$ cat src/rtl/multi_ch_frame_tx.sv
// Multi-channel snapshot framer: latches N_CH words on a host command and streams them as framed LE bytes.
// Optional trailing modulo-256 payload checksum when FRAME_CSUM_EN is defined.
module multi_ch_frame_tx #(
    parameter int          N_CH     = 16,
    parameter int          DATA_W   = 16,
    parameter logic [7:0]  CMD_SNAP = 8'hFF,
    parameter logic [7:0]  CMD_CONT = 8'hFE,
    parameter logic [7:0]  CMD_STOP = 8'h00
) (
    input  logic                   CLK_50M,
    input  logic                   RESET,
    input  logic [N_CH*DATA_W-1:0] DATA_IN,
    input  logic [7:0]             RX_DATA,
    input  logic                   RX_VALID,
    output logic [7:0]             TX_DATA,
    output logic                   TX_REQ,
    input  logic                   TX_IDLE,
    output logic                   BUSY,
    output logic                   CONT_MODE,
    output logic [7:0]             FRAME_SEQ
);

`ifdef FRAME_CSUM_EN
    localparam int CSUM_LEN = 1;
`else
    localparam int CSUM_LEN = 0;
`endif
    localparam int PAY_LEN   = N_CH * DATA_W / 8;
    localparam int FRAME_LEN = 4 + PAY_LEN + CSUM_LEN;
    localparam int IDX_W     = $clog2(FRAME_LEN);
    localparam logic [IDX_W-1:0] LAST_IDX = IDX_W'(FRAME_LEN - 1);
    localparam logic [IDX_W-1:0] HDR_LEN  = IDX_W'(4);

    typedef enum logic [2:0] {
        S_IDLE, S_LATCH, S_LOAD, S_REQ, S_GAP, S_WAIT, S_DONE
    } state_t;

    state_t                 state_q, state_d;
    logic [N_CH*DATA_W-1:0] snap_q, snap_d;
    logic [IDX_W-1:0]       idx_q, idx_d;
    logic [7:0]             tx_data_q, tx_data_d;
    logic [7:0]             seq_q, seq_d;
    logic                   busy_q, busy_d;
    logic                   cont_q, cont_d;
    logic                   pend_q, pend_d;
`ifdef FRAME_CSUM_EN
    logic [7:0]             csum_q, csum_d;
`endif
    logic [IDX_W-1:0]       pay_idx;
    logic [7:0]             cur_byte;

    // Channel k sits at bit k*DATA_W, so LSB-first byte order is simply the flat byte order of the buffer.
    always_comb begin
        pay_idx  = idx_q - HDR_LEN;
        cur_byte = 8'(snap_q >> {pay_idx, 3'b000});
        if (idx_q < HDR_LEN) begin
            case (idx_q[1:0])
                2'd0:    cur_byte = 8'hA5;
                2'd1:    cur_byte = 8'h5A;
                2'd2:    cur_byte = 8'(N_CH);
                default: cur_byte = seq_q;
            endcase
        end
`ifdef FRAME_CSUM_EN
        if (idx_q == LAST_IDX) cur_byte = csum_q;
`endif
    end

    always_comb begin
        state_d   = state_q;
        snap_d    = snap_q;
        idx_d     = idx_q;
        tx_data_d = tx_data_q;
        seq_d     = seq_q;
        busy_d    = busy_q;
        cont_d    = cont_q;
        pend_d    = pend_q;
`ifdef FRAME_CSUM_EN
        csum_d    = csum_q;
`endif
        if (RX_VALID) begin
            if (RX_DATA == CMD_CONT)      cont_d = 1'b1;
            else if (RX_DATA == CMD_STOP) cont_d = 1'b0;
        end

        case (state_q)
            S_IDLE: begin
                if (pend_q || cont_q) begin
                    state_d = S_LATCH;
                    pend_d  = 1'b0;
                end
            end
            S_LATCH: begin
                snap_d  = DATA_IN;
                seq_d   = seq_q + 8'd1;
                busy_d  = 1'b1;
                idx_d   = '0;
`ifdef FRAME_CSUM_EN
                csum_d  = '0;
`endif
                state_d = S_LOAD;
            end
            S_LOAD: begin
                tx_data_d = cur_byte;
`ifdef FRAME_CSUM_EN
                if (idx_q >= HDR_LEN && idx_q != LAST_IDX) csum_d = csum_q + cur_byte;
`endif
                state_d = S_REQ;
            end
            S_REQ:  state_d = S_GAP;
            S_GAP:  state_d = S_WAIT;
            S_WAIT: begin
                if (TX_IDLE) begin
                    if (idx_q == LAST_IDX) begin
                        state_d = S_DONE;
                    end else begin
                        idx_d   = idx_q + IDX_W'(1);
                        state_d = S_LOAD;
                    end
                end
            end
            S_DONE: begin
                busy_d  = 1'b0;
                state_d = S_IDLE;
            end
            default: state_d = S_IDLE;
        endcase

        // A snap strobe arriving as the latch is entered still books one more frame.
        if (RX_VALID && RX_DATA == CMD_SNAP) pend_d = 1'b1;
    end

    always_ff @(posedge CLK_50M or posedge RESET) begin
        if (RESET) begin
            state_q   <= S_IDLE;
            snap_q    <= '0;
            idx_q     <= '0;
            tx_data_q <= '0;
            seq_q     <= '0;
            busy_q    <= 1'b0;
            cont_q    <= 1'b0;
            pend_q    <= 1'b0;
`ifdef FRAME_CSUM_EN
            csum_q    <= '0;
`endif
        end else begin
            state_q   <= state_d;
            snap_q    <= snap_d;
            idx_q     <= idx_d;
            tx_data_q <= tx_data_d;
            seq_q     <= seq_d;
            busy_q    <= busy_d;
            cont_q    <= cont_d;
            pend_q    <= pend_d;
`ifdef FRAME_CSUM_EN
            csum_q    <= csum_d;
`endif
        end
    end

    assign TX_DATA   = tx_data_q;
    assign TX_REQ    = (state_q == S_REQ);
    assign BUSY      = busy_q;
    assign CONT_MODE = cont_q;
    assign FRAME_SEQ = seq_q;

endmodule

$ cat config.mk
export PLATFORM = sky130hd
export DESIGN_NAME = multi_ch_frame_tx
export DESIGN_NICKNAME = d
export VERILOG_FILES = /design/src/rtl/multi_ch_frame_tx.sv
export SDC_FILE = /design/constraint.sdc
export NUM_CORES = 1
export LEC_CHECK = 0
export BUFFER_PORTS_ARGS = -buffer_cell sky130_fd_sc_hd__buf_4
export CAP_MARGIN = 20
export CORE_MARGIN = 2
export CORE_UTILIZATION = 55
export DETAILED_ROUTE_END_ITERATION = 12
export GPL_ROUTABILITY_DRIVEN = 1
export MAX_ROUTING_LAYER = met4
export PLACE_DENSITY = 0.81
export SLEW_MARGIN = 20
export SYNTH_ARGS = -nofsm -noshare
export SYNTH_HDL_FRONTEND = slang
export SYNTH_SLANG_ARGS = --single-unit
$ cat constraint.sdc
create_clock -name CLK_50M -period 10.2 [get_ports CLK_50M]
set_clock_uncertainty 0.05 [all_clocks]
set_input_delay 1.02 -clock CLK_50M [delete_from_list [all_inputs] [get_ports CLK_50M]]
set_output_delay 1.02 -clock CLK_50M [all_outputs]
set_load 0.01 [all_outputs]
==> impl_metrics.toml <==
[status]
status = "finished, final reports clean"

[timing]
setup_violations = 0
max-slew-margin-rel = 0.2886
layout_setup_ws_ns = 7.076
tns_ns = 0
max_freq_mhz = 320.1
holdWs_ns = 0.4515
tightestPinTransition_ns = 1.061
rsz0062_at_grt = "no"
hold_viol = 0
min_period_ns = 3.124
period_share = 0.3063
slew_viol_final = 0

[die]
dieWidth_um = 157.6
rows = 56
io_pins = 287
core_area_sq_um = 23330
die_h_um = 157.6
die_area_sq_um = 24840
initial_core_util = 0.5561

[finish]
antennaDiodeCount = 0
layout.nets = 1459
layout-drive-gt1-share = 0.5344
fin_cells = 1526
area_growth_pct = 26.59

[job]
maxCapViolations = 0

[global_routing]
antenna_found_initial = 0
grt_overflow_total = 0
grt_pass1_wl_mm = 49.56
grt_pass1_vias = 9105
grt_max_degree = 156
grt_usage = 0.2660

[drt]
drc = 0
avgViaCountPerCell = 5.623
wl_mm = 31.66
vias = 8581
ant_nets = 0
drt_iter0_drc = 420
wire_per_inst_um = 20.75
firstDrtPassIters = 5

[critical_path]
cp.required_ns = 10.56
crit_path_start_kind = "register"
end_kind = "register"
cp.arrival_ns = 3.48
path_max_fanout = 23
critPathMaxStageDelay_ns = 0.72
cpMaxStageDelayCell = "dfrtp_2"
crit_path_cell_trace = "buf_4 -> inv_1 -> nor2_2 -> a221oi_1 -> a211oi_1 -> a21oi_1"
criticalPathCategory = "reg -> reg"

[synthesis]
ys_types = 39
synth_most_common_cell = "dfrtp_1"
avgSynthCellArea_sq_um = 14.21
netlist.area_leader.share = 0.5477
synth_enable_flop_cells = 0
syn_area_sq_um = 12980
synth_flop_cell = "dfrtp_1"
yosysTopAreaCell = "dfrtp_1"
yosys-top-cells-area = "dfrtp_1 55%, mux2_2 22%, mux4_2 5.6%"
syn_inst = 913
synthTopCellsByCount = "284 x dfrtp_1, 257 x mux2_2, 66 x mux2i_1"
ys_warn_count = 0
async_reset_ff_frac = 1.000
synth-seq-cells = 284
yosysSeqAreaShare = 0.5477
synth_nets = 1188

[placement]
numPortBuffers = 286
dpl.hpwl_mm = 22.46
dp_slack_ns = 6.705
dp.cells = 1469
place_congestion = 0.8304

[clock_network]
clk_path_buf_depth = 3
cts_max_level = 1
clock_latency_ns = 0.55
cts_root_buf = "clkbuf_16"
cts_tree = "done"
post_cts_buffers = 0
ctsResizeCount = 0
clkTransAtPathRegs_ns = 0.06
clock_sinks = 284
cts_hold_buf = 0
cts_inserted_buffers = 31

[worst_hold_path]
hold_path.class = "reg -> reg"

[pwr]
p_leak_nw = 7.016
p_total_w = 0.004908
ir_worst_vdd_uv = 176.8
power.density_nw_per_um2 = 298.8
==> cells by family after synthesis <==
group | after synthesis | share of synthesized area
xor gates and xnor gates | 13 | 0.009932
and+or+nand+nor | 95 | 0.03423
buffers and inverters | 64 | 0.02247
DFF | 284 | 0.5477
adders and majority gates | 7 | 0.006749
AOI/OAI and AO/OA | 95 | 0.04946
muxes | 355 | 0.3295
==> state kept, by name (all words and copies together) (netlist names) <==
name       flops
TX_DATA        8
snap_q       256
CONT_MODE      1
BUSY           1
FRAME_SEQ      8
idx_q          6
state_q        3
pend_q         1
==> per-layer routing <==
layer | wire length, um | share of wire | global-route usage | vias to the layer above
met3 | 2502 | 0.079 | 0.05940 | 45
met5 | 0 | 0 | - | -
met2 | 15310 | 0.48 | 0.4313 | 267
li1 | - | - | - | 3915
met4 | 623 | 0.020 | 0.05801 | 0
met1 | 13230 | 0.42 | 0.3481 | 4354
==> final timing paths <==
check / cells past startpoint / slack (ns) / from / to
worst max-delay path: 6 / 7.08 / idx_q[0]$_DFFE_PP0P_ / TX_DATA[2]$_DFFE_PP0P_
worst min-delay path: 1 / 0.45 / snap_q[176]$_DFFE_PP0N_ / snap_q[176]$_DFFE_PP0N_
worst max register to register: 6 / 7.08 / idx_q[0]$_DFFE_PP0P_ / TX_DATA[2]$_DFFE_PP0P_
worst min register to register: 1 / 0.45 / snap_q[176]$_DFFE_PP0N_ / snap_q[176]$_DFFE_PP0N_
max in group asynchronous: 3 / 8.14 / RESET / snap_q[185]$_DFFE_PP0N_
min in group asynchronous: 2 / 0.58 / RESET / snap_q[64]$_DFFE_PP0N_
==> power breakdown <==
part,switching [W],internal [W]
clock,0.000439,0.000680
combinational,0.000708,0.00104
sequential,0.000347,0.00170
total,0.00150,0.00341
==> cells in the final DEF (no fill, tap or decap), types with 3 or more instances in the layout <==
cell type | Yosys | routed
mux2i_1 | 66 | 66
xnor2_1 | 10 | 10
dfrtp_1 | 284 | 282
clkbuf_16 | 0 | 31
clkinv_2 | 0 | 5
nand4_1 | 5 | 5
a211oi_1 | 10 | 10
mux4_2 | 32 | 32
nor2b_1 | 4 | 4
a32oi_1 | 8 | 8
buf_4 | 1 | 293
a22oi_1 | 24 | 24
clkbuf_8 | 0 | 14
a21oi_1 | 26 | 26
inv_1 | 7 | 6
mux2_2 | 257 | 257
nor2_1 | 18 | 16
o21ai_0 | 12 | 12
clkbuf_1 | 16 | 5
ha_1 | 7 | 7
and3_1 | 3 | 3
a221oi_1 | 8 | 8
nand2_1 | 47 | 47
==> stage by stage <==
stage | util | instance area [sq um]
after global placement | 0.6580 | 15350
after floorplan | - | 12980
after global routing | 0.7040 | 16430
final | 0.7040 | 16430
after CTS | 0.7026 | 16390
after detailed placement | 0.6580 | 15350
==> critical path, delay by kind of cell, from the launching register on <==
kind | cells | cell delay (ns)
AO/OA/AOI/OAI | 3 | 0.86
buffers and inverters | 2 | 0.72
flip-flops | 1 | 0.72
AND/OR/NAND/NOR | 1 | 0.64
==> cell type report <==
| type | count | area, sq um |
|---|---|---|
| multi-input combinational | 565 | 5593 |
| fill | 1652 | 6905 |
| sequential | 284 | 7112 |
| tap | 319 | 399.1 |
| clock buffer | 50 | 987.2 |
| inverter | 7 | 33.78 |
| timing repair buffer | 295 | 2247 |
| clock inverter | 6 | 55.05 |
(Power assumes the default switching activity.)
